**src/rtl/riscv_pkg.sv**
```systemverilog
// Shared RV32M types: funct3 operation codes, unit FSM states and division corner-case constants.
package riscv_pkg;

    typedef enum logic [2:0] {
        OP_MUL    = 3'b000,
        OP_MULH   = 3'b001,
        OP_MULHSU = 3'b010,
        OP_MULHU  = 3'b011,
        OP_DIV    = 3'b100,
        OP_DIVU   = 3'b101,
        OP_REM    = 3'b110,
        OP_REMU   = 3'b111
    } muldiv_op_t;

    typedef enum logic [1:0] {
        IDLE,
        MUL,
        DIV,
        DONE
    } muldiv_state_t;

    localparam logic [31:0] DIV_BY_ZERO_Q = 32'hFFFF_FFFF;
    localparam logic [31:0] INT_MIN       = 32'h8000_0000;

endpackage

```
**src/rtl/execute_muldiv_unit_if.sv**
```systemverilog
// Execute-stage <-> mul/div unit bundle: instruction request, pipeline controls, result and freeze request.
interface execute_muldiv_unit_if #(
    parameter int DATA_WIDTH = 32
) ();
    logic                   start;
    riscv_pkg::muldiv_op_t  op;
    logic [DATA_WIDTH-1:0]  src_a;
    logic [DATA_WIDTH-1:0]  src_b;
    logic                   flush;
    logic                   stall;
    logic                   stall_req;
    logic                   done;
    logic [DATA_WIDTH-1:0]  result;

    modport master (
        output start, op, src_a, src_b, flush, stall,
        input  stall_req, done, result
    );

    modport slave (
        input  start, op, src_a, src_b, flush, stall,
        output stall_req, done, result
    );
endinterface

```
**src/rtl/muldiv_divider_core.sv**
```systemverilog
// Unsigned radix-2 restoring divider, one quotient bit per cycle, MSB first; a start reloads it at any time.
// busy drops during the final iteration so the caller can leave its wait state on the edge the last bit lands.
module muldiv_divider_core #(
    parameter int DATA_WIDTH = 32,
    parameter int DIV_CYCLES = 32
) (
    input  logic                  clk,
    input  logic                  reset,
    input  logic                  start,
    input  logic [DATA_WIDTH-1:0] dividend,
    input  logic [DATA_WIDTH-1:0] divisor,
    output logic                  busy,
    output logic [DATA_WIDTH-1:0] quotient,
    output logic [DATA_WIDTH-1:0] remainder
);
    localparam int              CW       = $clog2(DIV_CYCLES);
    localparam logic [CW-1:0]   LAST_CNT = CW'(DIV_CYCLES - 1);

    logic                  run_q, run_d;
    logic [CW-1:0]         cnt_q, cnt_d;
    logic [DATA_WIDTH-1:0] quo_q, quo_d;
    logic [DATA_WIDTH-1:0] rem_q, rem_d;
    logic [DATA_WIDTH-1:0] dvs_q, dvs_d;
    logic [DATA_WIDTH:0]   rem_shift;

    always_comb begin
        run_d     = run_q;
        cnt_d     = cnt_q;
        quo_d     = quo_q;
        rem_d     = rem_q;
        dvs_d     = dvs_q;
        rem_shift = {rem_q, quo_q[DATA_WIDTH-1]};
        if (start) begin
            run_d = 1'b1;
            cnt_d = '0;
            quo_d = dividend;
            rem_d = '0;
            dvs_d = divisor;
        end else if (run_q) begin
            // The dividend shifts out of quo_q as quotient bits shift in.
            if (rem_shift >= {1'b0, dvs_q}) begin
                rem_d = DATA_WIDTH'(rem_shift - {1'b0, dvs_q});
                quo_d = {quo_q[DATA_WIDTH-2:0], 1'b1};
            end else begin
                rem_d = rem_shift[DATA_WIDTH-1:0];
                quo_d = {quo_q[DATA_WIDTH-2:0], 1'b0};
            end
            cnt_d = cnt_q + 1'b1;
            if (cnt_q == LAST_CNT) begin
                run_d = 1'b0;
            end
        end
    end

    always_ff @(posedge clk or negedge reset) begin
        if (!reset) begin
            run_q <= 1'b0;
            cnt_q <= '0;
            quo_q <= '0;
            rem_q <= '0;
            dvs_q <= '0;
        end else begin
            run_q <= run_d;
            cnt_q <= cnt_d;
            quo_q <= quo_d;
            rem_q <= rem_d;
            dvs_q <= dvs_d;
        end
    end

    assign busy      = run_q && (cnt_q != LAST_CNT);
    assign quotient  = quo_q;
    assign remainder = rem_q;

endmodule

```
**src/rtl/execute_muldiv_unit.sv**
```systemverilog
// Iterative RV32M multiply/divide for the execute stage: MUL result 2 cycles after start, DIV/REM 33, corner cases 1.
// Freezes upstream via stall_req while computing; a finished result is held in DONE for as long as stall is high.
module execute_muldiv_unit
    import riscv_pkg::*;
#(
    parameter int DATA_WIDTH = 32,
    parameter int DIV_CYCLES = 32
) (
    input  logic                   clk,
    input  logic                   reset,
    execute_muldiv_unit_if.slave   mdu
);
    muldiv_state_t         state_q, state_d;
    muldiv_op_t            op_q, op_d;
    logic [DATA_WIDTH-1:0] a_q, a_d, b_q, b_d, res_q, res_d;
    logic                  use_div_q, use_div_d;
    logic                  neg_quo_q, neg_quo_d, neg_rem_q, neg_rem_d;

    logic                  div_start, div_busy, sgn_div;
    logic [DATA_WIDTH-1:0] mag_a, mag_b, div_quo, div_rem, div_res;
    logic                  a_sx, b_sx;
    logic signed [2*DATA_WIDTH-1:0] a_ext, b_ext, prod;

    // Signed divide works on magnitudes; INT_MIN negates to itself, which is its correct unsigned magnitude.
    assign sgn_div = !mdu.op[0];
    assign mag_a   = (sgn_div && mdu.src_a[DATA_WIDTH-1]) ? -mdu.src_a : mdu.src_a;
    assign mag_b   = (sgn_div && mdu.src_b[DATA_WIDTH-1]) ? -mdu.src_b : mdu.src_b;

    assign a_sx  = (op_q != OP_MULHU) && a_q[DATA_WIDTH-1];
    assign b_sx  = (op_q == OP_MUL || op_q == OP_MULH) && b_q[DATA_WIDTH-1];
    assign a_ext = {{DATA_WIDTH{a_sx}}, a_q};
    assign b_ext = {{DATA_WIDTH{b_sx}}, b_q};
    assign prod  = a_ext * b_ext;

    muldiv_divider_core #(
        .DATA_WIDTH (DATA_WIDTH),
        .DIV_CYCLES (DIV_CYCLES)
    ) u_divider (
        .clk       (clk),
        .reset     (reset),
        .start     (div_start),
        .dividend  (mag_a),
        .divisor   (mag_b),
        .busy      (div_busy),
        .quotient  (div_quo),
        .remainder (div_rem)
    );

    always_comb begin
        state_d   = state_q;
        op_d      = op_q;
        a_d       = a_q;
        b_d       = b_q;
        res_d     = res_q;
        use_div_d = use_div_q;
        neg_quo_d = neg_quo_q;
        neg_rem_d = neg_rem_q;
        div_start = 1'b0;
        case (state_q)
            IDLE: begin
                if (mdu.start && !mdu.flush) begin
                    op_d      = mdu.op;
                    a_d       = mdu.src_a;
                    b_d       = mdu.src_b;
                    use_div_d = 1'b0;
                    if (!mdu.op[2]) begin
                        state_d = MUL;
                    end else if (mdu.src_b == '0) begin
                        res_d   = mdu.op[1] ? mdu.src_a : DIV_BY_ZERO_Q;
                        state_d = DONE;
                    end else if (sgn_div && mdu.src_a == INT_MIN && mdu.src_b == DIV_BY_ZERO_Q) begin
                        res_d   = mdu.op[1] ? '0 : INT_MIN;
                        state_d = DONE;
                    end else begin
                        div_start = 1'b1;
                        use_div_d = 1'b1;
                        neg_quo_d = sgn_div && (mdu.src_a[DATA_WIDTH-1] ^ mdu.src_b[DATA_WIDTH-1]);
                        neg_rem_d = sgn_div && mdu.src_a[DATA_WIDTH-1];
                        state_d   = DIV;
                    end
                end
            end
            MUL: begin
                if (mdu.flush) begin
                    state_d = IDLE;
                end else begin
                    res_d   = (op_q == OP_MUL) ? prod[DATA_WIDTH-1:0] : prod[2*DATA_WIDTH-1:DATA_WIDTH];
                    state_d = DONE;
                end
            end
            DIV: begin
                if (mdu.flush) begin
                    state_d = IDLE;
                end else if (!div_busy) begin
                    state_d = DONE;
                end
            end
            DONE: begin
                if (mdu.flush || !mdu.stall) begin
                    state_d = IDLE;
                end
            end
            default: state_d = IDLE;
        endcase
    end

    always_ff @(posedge clk or negedge reset) begin
        if (!reset) begin
            state_q   <= IDLE;
            op_q      <= OP_MUL;
            a_q       <= '0;
            b_q       <= '0;
            res_q     <= '0;
            use_div_q <= 1'b0;
            neg_quo_q <= 1'b0;
            neg_rem_q <= 1'b0;
        end else begin
            state_q   <= state_d;
            op_q      <= op_d;
            a_q       <= a_d;
            b_q       <= b_d;
            res_q     <= res_d;
            use_div_q <= use_div_d;
            neg_quo_q <= neg_quo_d;
            neg_rem_q <= neg_rem_d;
        end
    end

    // Divider outputs are final and frozen once DONE is reached, so the sign fix-up is applied on read.
    assign div_res = op_q[1] ? (neg_rem_q ? -div_rem : div_rem)
                             : (neg_quo_q ? -div_quo : div_quo);

    assign mdu.done      = (state_q == DONE);
    assign mdu.result    = (state_q != DONE) ? '0 : (use_div_q ? div_res : res_q);
    assign mdu.stall_req = (state_q == IDLE && mdu.start && !mdu.flush && reset)
                         || state_q == MUL || state_q == DIV;

endmodule

```
**src/flat_wrapper.sv**
```systemverilog
// flat-port wrapper written by rule: the top's interface ports become plain ports
module execute_muldiv_unit_flat import riscv_pkg::*;
#(
    parameter int DATA_WIDTH = 32,
    parameter int DIV_CYCLES = 32
)
  (clk, reset, mdu_start, mdu_op, mdu_src_a, mdu_src_b, mdu_flush, mdu_stall, mdu_stall_req, mdu_done, mdu_result);
  execute_muldiv_unit_if #(.DATA_WIDTH(DATA_WIDTH)) mdu_i ();
  input  logic clk;
  input  logic reset;
  input wire logic [$bits(mdu_i.start)-1:0] mdu_start;
  input wire logic [$bits(mdu_i.op)-1:0] mdu_op;
  input wire logic [$bits(mdu_i.src_a)-1:0] mdu_src_a;
  input wire logic [$bits(mdu_i.src_b)-1:0] mdu_src_b;
  input wire logic [$bits(mdu_i.flush)-1:0] mdu_flush;
  input wire logic [$bits(mdu_i.stall)-1:0] mdu_stall;
  output wire logic [$bits(mdu_i.stall_req)-1:0] mdu_stall_req;
  output wire logic [$bits(mdu_i.done)-1:0] mdu_done;
  output wire logic [$bits(mdu_i.result)-1:0] mdu_result;
  assign mdu_i.start = mdu_start;
  assign mdu_i.op = mdu_op;
  assign mdu_i.src_a = mdu_src_a;
  assign mdu_i.src_b = mdu_src_b;
  assign mdu_i.flush = mdu_flush;
  assign mdu_i.stall = mdu_stall;
  assign mdu_stall_req = mdu_i.stall_req;
  assign mdu_done = mdu_i.done;
  assign mdu_result = mdu_i.result;
  execute_muldiv_unit #(.DATA_WIDTH(DATA_WIDTH), .DIV_CYCLES(DIV_CYCLES)) u_core (.clk(clk), .reset(reset), .mdu(mdu_i));
endmodule
```
**config.mk**
```make
export PLATFORM = sky130hd
export DESIGN_NAME = execute_muldiv_unit_flat
export DESIGN_NICKNAME = d
export VERILOG_FILES = /design/src/rtl/riscv_pkg.sv /design/src/rtl/execute_muldiv_unit_if.sv /design/src/rtl/muldiv_divider_core.sv /design/src/rtl/execute_muldiv_unit.sv /design/src/flat_wrapper.sv
export SDC_FILE = /design/constraint.sdc
export NUM_CORES = 2
export LEC_CHECK = 0
export ABC_CLOCK_PERIOD_IN_PS = 8660
export BUFFER_PORTS_ARGS = -buffer_cell sky130_fd_sc_hd__buf_2
export CORE_AREA = 2 2 371 263
export CTS_BUF_LIST = sky130_fd_sc_hd__clkbuf_8
export DETAILED_ROUTE_END_ITERATION = 8
export DIE_AREA = 0 0 373 265
export HOLD_SLACK_MARGIN = 0.03
export PLACE_DENSITY_LB_ADDON = 0.3
export SLEW_MARGIN = 40
export SYNTH_ARGS = -nofsm -noshare
export SYNTH_HDL_FRONTEND = slang
export SYNTH_SLANG_ARGS = --single-unit
export TNS_END_PERCENT = 10
```
**constraint.sdc**
```tcl
create_clock -name clk -period 8.66 [get_ports clk]
set_input_delay 0.866 -clock clk [delete_from_list [all_inputs] [get_ports clk]]
set_output_delay 0.866 -clock clk [all_outputs]
set_load 0.005 [all_outputs]
```
# Word-level counts from Yosys, hierarchy flattened
# Index checks and enable logic that the tools add are counted.
[totals]
output_inout_bits = 34
wordCells = 109
register_bits = 206
in_bits = 72
[op_classes]
eq_ne = 16
magnitude_cmp = 1
reduce_logical = 28
muxes = 41
mul = 1
bitwise = 3
add_sub_neg = 6
[op_table]
columns = ["cell", "count"]
rows = [
  ["$mux W32", 20],
  ["$neg A32 Y32", 4],
  ["$eq A32 B32 Y1 const B", 2],
  ["$mul A33 B33 Y64", 1],
  ["$pmux W32 S2", 1],
  ["$ge A33 B32 Y1", 1],
  ["$logic_not A32 Y1", 1],
  ["$sub A32 B32 Y32", 1],
  ["$mux W2", 7],
  ["$logic_and A1 B1 Y1", 12],
  ["$mux W1", 10],
  ["$mux W5", 2],
  ["$reduce_and A5 Y1", 2],
  ["$pmux W2 S4", 1],
  ["$ne A2 B2 Y1 const B", 3],
  ["$add A5 B1 Y5 const B", 1],
  ["$eq A5 B5 Y1 const B", 1],
  ["$ne A5 B5 Y1 const B", 1],
  ["$eq A2 B2 Y1 const B", 2],
  ["$logic_or A1 B1 Y1", 4],
  ["$ne A2 B1 Y1 const B", 2],
  ["$reduce_bool A2 Y1", 2],
  ["$eq A3 B1 Y1 const B", 1],
  ["$logic_not A1 Y1", 3],
  ["10 further kinds", 11],
]

# Depth between registers and ports, before layout
[depth]
depth_word = 9
depth_mapped = 33
mapped_depth_nobuf = 31

# Cells and area by module
# Synthesis repeated with hierarchy kept, for this count alone.
[unflattened]
cells_unflattened = 6115
hier_area_um2 = 52680.5
[modules_own_cells]
columns = ["module", "area_per_inst_um2", "cells_per_inst", "seq_area_each_um2", "n_inst"]
rows = [
  ["execute_muldiv_unit", 46176.8, 5373, 2602.5, 1],
  ["muldiv_divider_core", 6503.7, 742, 2552.4, 1],
]

# Worst setup path before layout
# No wires, ideal clock.
[synth_path]
path_kind = "register -> register"
startpoint = "register u_core.op_q[1]"
endpoint = "register u_core.res_q[28]"
slack_ns = 0.293
t_required_ns = 8.561
setup_time_ns = 0.099
path_buffers = 1
path_stages_with_launch = 33
arrival_ns = 8.268
period_less_slack_ns = 8.367
path_cell_list = "dfrtp_1 -> nand2_1 -> o21a_1 -> clkbuf_1 -> nand2_1 -> inv_1 -> fa_1 -> inv_1 -> fa_1 -> inv_1 -> fa_1 -> inv_1 -> fa_1 -> inv_1 -> fa_1 -> fa_1 -> fa_1 -> inv_1 -> fa_1 -> inv_1 -> ha_1 -> a21oi_1 -> o21ai_0 -> a21oi_1 -> o21bai_1 -> a21oi_1 -> o31ai_1 -> a31oi_1 -> o221ai_1 -> a211oi_1 -> xnor2_1 -> a211oi_1 -> a311oi_1"
[synth_via]
elab_chain_cells = 7
word_cells_on_any_way = 10
cone_classes = "1 x mul; 2 x eq/ne; 3 x mux; 4 x reduce/logical"
[synth_rtl]
columns = ["element", "line_no", "rtl"]
rows = [
  ["from (decl)", "execute_muldiv_unit.sv:14", "muldiv_op_t op_q, op_d;"],
  ["from (signal assigned)", "execute_muldiv_unit.sv:119", "op_q <= op_d;"],
  ["$eq A3 B1 Y1 / $logic_not A3 Y1 (equally long branches)", "execute_muldiv_unit.sv:30, execute_muldiv_unit.sv:87", ""],
  ["$logic_or A1 B1 Y1", "execute_muldiv_unit.sv:30", "assign b_sx = (op_q == OP_MUL || op_q == OP_MULH) && b_q[DATA_WIDTH-1];"],
  ["$logic_and A1 B1 Y1", "execute_muldiv_unit.sv:30", ""],
  ["$mul A33 B33 Y64", "execute_muldiv_unit.sv:33", "assign prod = a_ext * b_ext;"],
  ["$mux W32 (*)", "execute_muldiv_unit.sv:87", "res_d = (op_q == OP_MUL) ? prod[DATA_WIDTH-1:0] : prod[2*DATA_WIDTH-1:DATA_WIDTH];"],
  ["$mux W32 (*)", "execute_muldiv_unit.sv:84", "if (mdu.flush) begin"],
  ["$pmux W32 S2 (*)", "execute_muldiv_unit.sv:59", "case (state_q)"],
  ["to (signal assigned)", "execute_muldiv_unit.sv:122", "res_q <= res_d;"],
  ["to (decl)", "execute_muldiv_unit.sv:15", "logic [DATA_WIDTH-1:0] a_q, a_d, b_q, b_d, res_q, res_d;"],
]
# Mark *: on every way between the ends. The rest lies on a longest branch, timed or not. The select of a mux whose other input is x is not followed.
# A chain may end at the register's enable or synchronous reset.

# Worst setup path in the final report
[layout_path]
startpoint = "register u_core.op_q[0]"
endpoint = "register u_core.res_q[25]"
# The elaborated chain is that of the path after synthesis.

==> flow_metrics.py <==
metrics = {
    "yosys": {
        "ys_warn_count": 0,
        "synth.ff_latch_count": 206,
        "synthDominantCellAreaShare_pct": 43.4,
        "synthFlopType": "dfrtp_1",
        "synthesis.area_um2": 52000,
        "synth_edf_count": 0,
        "yosysSeqAreaShare_pct": 9.92,
        "syn_avg_cell_area_um2": 8.62,
        "async_reset_ff_share_pct": 100,
        "synth_top_cells_by_area": "fa_1 (43%), dfrtp_1 (9.9%), inv_1 (9.1%)",
        "ys_types": 64,
        "syn-num-nets": 7481,
        "synthCells": 6028,
        "synth_area_leader_cell": "fa_1",
    },
    "cts": {
        "htreeDepth": 2,
        "cts_root_buffer": "clkbuf_8",
        "cts_buffers": 35,
        "clock_path_buffers": 3,
        "path_clk_slew_ns": 0.07,
        "clk_latency_ns": 0.60,
        "holdBufCountCts": 0,
        "cts_tree": "yes",
        "clock-sinks": 206,
    },
    "sta": {
        "fmax_ghz": 0.119,
        "hold_violations": 0,
        "worst_pin_slew_ns": 0.870,
        "slew_viol_final": 0,
        "slew-limit-headroom_pct": 42.0,
        "rsz0062_at_grt": "true",
        "worst_slack_ns": 0.245,
        "setup-tns-final_ns": 0,
        "final.min_clock_period_ns": 8.42,
        "min_period_over_period_pct": 97.2,
        "setup_viol": 0,
        "skew_ns": 0.0589,
    },
    "die": {
        "die_area_um2": 98800,
        "rows": 95,
        "io_pins": 106,
        "die_h_um": 265,
        "die_x_um": 373,
        "core-area_um2": 95200,
        "start_util_pct": 54.6,
    },
    "drt": {
        "detail-route-antenna-nets": 0,
        "dr_wl_met3_mm": 17.8,
        "drc_errors": 0,
        "num_vias": 41200,
        "dr.first_iter.drc_count": 3958,
        "met2_length_mm": 64.3,
        "routed.top_layer": "met5",
        "met1_length_mm": 66.6,
        "drt_pass1_iterations": 5,
        "postRouteWirelength_mm": 153,
        "viasPerCell": 5.65,
        "wl_per_cell_um": 21.0,
    },
    "global_routing": {
        "grt_pass1_vias": 42900,
        "grtUsageTotal_pct": 32.2,
        "overflow": 0,
        "grt_pass1_wl_mm": 248,
        "antenna_found_initial": 4,
        "grt_max_degree": 149,
    },
    "final_layout": {
        "fin_cells": 7303,
        "seqCellArea_um2": 5180,
        "design_area_um2": 55600,
        "fillers": 8385,
        "nets": 7470,
        "multiInputGateArea_um2": 40900,
        "area_delta_synth_final_pct": 6.90,
        "drive_above_1_share_pct": 6.79,
        "antenna_cells": 0,
    },
    "worst_setup_path": {
        "cp_slowest_cell": "fa_2",
        "slowest_delay_ns": 0.64,
        "cp.required_ns": 9.11,
        "cp.arrival_ns": 8.87,
        "cp_max_fo": 12,
        "path_class": "reg -> reg",
        "cp-end-kind": "flip-flop",
        "critPathLaunchType": "flip-flop",
        "crit_top_cell": "fa_1",
    },
    "place": {
        "gp_congestion": 1.02,
        "dp.cells": 7232,
        "preCtsSetupSlack_ns": 0.206,
        "port_buffers": 105,
        "dpl.hpwl_mm": 125,
        "placed_area_um2": 54700,
    },
    "hold_path": {
        "worstHoldPathType": "in -> async",
    },
    "status": {
        "outcome": "completed",
    },
    "job": {
        "maxCapViolCount": 0,
    },
}
-- sequential cells by signal (all words and copies together), names as in the netlist --
register	count
u_core.a_q	32
u_core.b_q	32
u_core.res_q	32
u_core.u_divider.dvs_q	32
u_core.u_divider.quotient	32
u_core.u_divider.remainder	32
u_core.u_divider.cnt_q	5
u_core.op_q	3
u_core.state_q	2
u_core.neg_quo_q	1
u_core.neg_rem_q	1
u_core.u_divider.run_q	1
u_core.use_div_q	1
-- cell usage in the layout (no fill, tap or decap), drive strengths merged, types with 5 or more instances in the layout --
master   Yosys  final
fa        1126   1126
nor4        13     13
and2       283    283
a211oi      23     23
clkinv       1      8
xor2        81     81
xnor2      139    139
nand3       35     35
or4          9      9
mux2i       82     82
or3         31     31
o21ai      257    257
nand4       22     22
clkbuf     323     45
nor2       156    156
a31oi       24     24
nand2b      23     23
nor2b       46     46
inv       1264   1271
nand2     1197   1197
o21bai      15     15
o211ai      16     16
and3        19     19
o211a        5      5
a41oi        8      8
a21o        47     47
o21a        12     12
a2111oi      7      7
ha         255    255
nor3        33     33
or2         14     14
o41ai       11     11
o31ai       32     32
a21oi      156    156
dfrtp      206    206
buf         11    286
-- logic make-up (layout without fill, tap and decap cells) --
| logic type | Yosys count | count (layout) | synth area share [%] |
|---|---|---|---|
| XOR/XNOR | 220 | 220 | 3.71 |
| flip-flops | 206 | 206 | 9.92 |
| AO/OA/AOI/OAI | 647 | 647 | 7.48 |
| AND/OR/NAND/NOR | 1891 | 1891 | 16.2 |
| adder cells (fa/ha/maj) | 1381 | 1381 | 49.5 |
| multiplexers | 84 | 84 | 1.62 |
| buffers and inverters | 1599 | 1613 | 11.6 |
-- routing by layer --
metal | global-route usage (%) | vias up
met5 | 0 | -
met4 | 8.68 | 4
met3 | 7.68 | 262
met2 | 46.9 | 2187
met1 | 48.1 | 20800
li1 | - | 18000
-- cell usage after synthesis, drive strengths merged, types with 8 or more instances --
master / number
a211oi: 23
a21o: 47
a21oi: 156
a31oi: 24
a41oi: 8
and2: 283
and3: 19
buf: 11
clkbuf: 323
dfrtp: 206
fa: 1126
ha: 255
inv: 1264
mux2i: 82
nand2: 1197
nand2b: 23
nand3: 35
nand4: 22
nor2: 156
nor2b: 46
nor3: 33
nor4: 13
o211ai: 16
o21a: 12
o21ai: 257
o21bai: 15
o31ai: 32
o41ai: 11
or2: 14
or3: 31
or4: 9
xnor2: 139
xor2: 81
-- final cells by class --
type                            instances  area share [%]
Multi-Input combinational cell       4223            73.7
Timing Repair Buffer                  286            4.34
Sequential cell                       206            9.32
Tap cell                             1261            2.84
Inverter                             1265            8.55
Clock inverter                         17           0.153
Clock buffer                           45            1.11
-- worst paths after layout --
check | startpoint | end | slack [ns] | depth (start not counted)
max | u_core.op_q[0] | u_core.res_q[25] | 0.24 | 32
min | reset | u_core.u_divider.quotient[25] | 0.19 | 1
min in group clk | u_core.u_divider.dvs_q[0] | u_core.u_divider.dvs_q[0] | 0.49 | 2
max reg2reg | u_core.op_q[0] | u_core.res_q[25] | 0.24 | 32
max in group asynchronous | reset | u_core.u_divider.remainder[19] | 7.09 | 3
min reg2reg | u_core.u_divider.dvs_q[0] | u_core.u_divider.dvs_q[0] | 0.49 | 2
-- repair_timing --
| item | CTS | global route |
|---|---|---|
| resized for setup | 0 | 37 |
| setup buffers | 0 | 8 |
| endpoints found under the setup margin | 0 | 18 |
-- through the flow --
step           utilization [%]  hold WS [ns]
2_1_floorplan                -         0.448
3_3_place_gp              57.4         0.472
3_5_place_dp              57.4         0.478
4_1_cts                   58.2         0.219
5_1_grt                   58.4         0.239
6_report                  58.4         0.193
-- critical path, delay by kind of cell (launching register included) --
family,cells,cell delay (ns)
flops,1,0.39
buf+inv,9,0.96
compound gates,10,2.08
xor+xnor,1,0.14
simple gates,3,0.44
fa+ha+maj,9,4.30
Power is left out: the tool's default activity adds up to more than one toggle a clock period on the data nets, which glitch-free logic cannot reach.
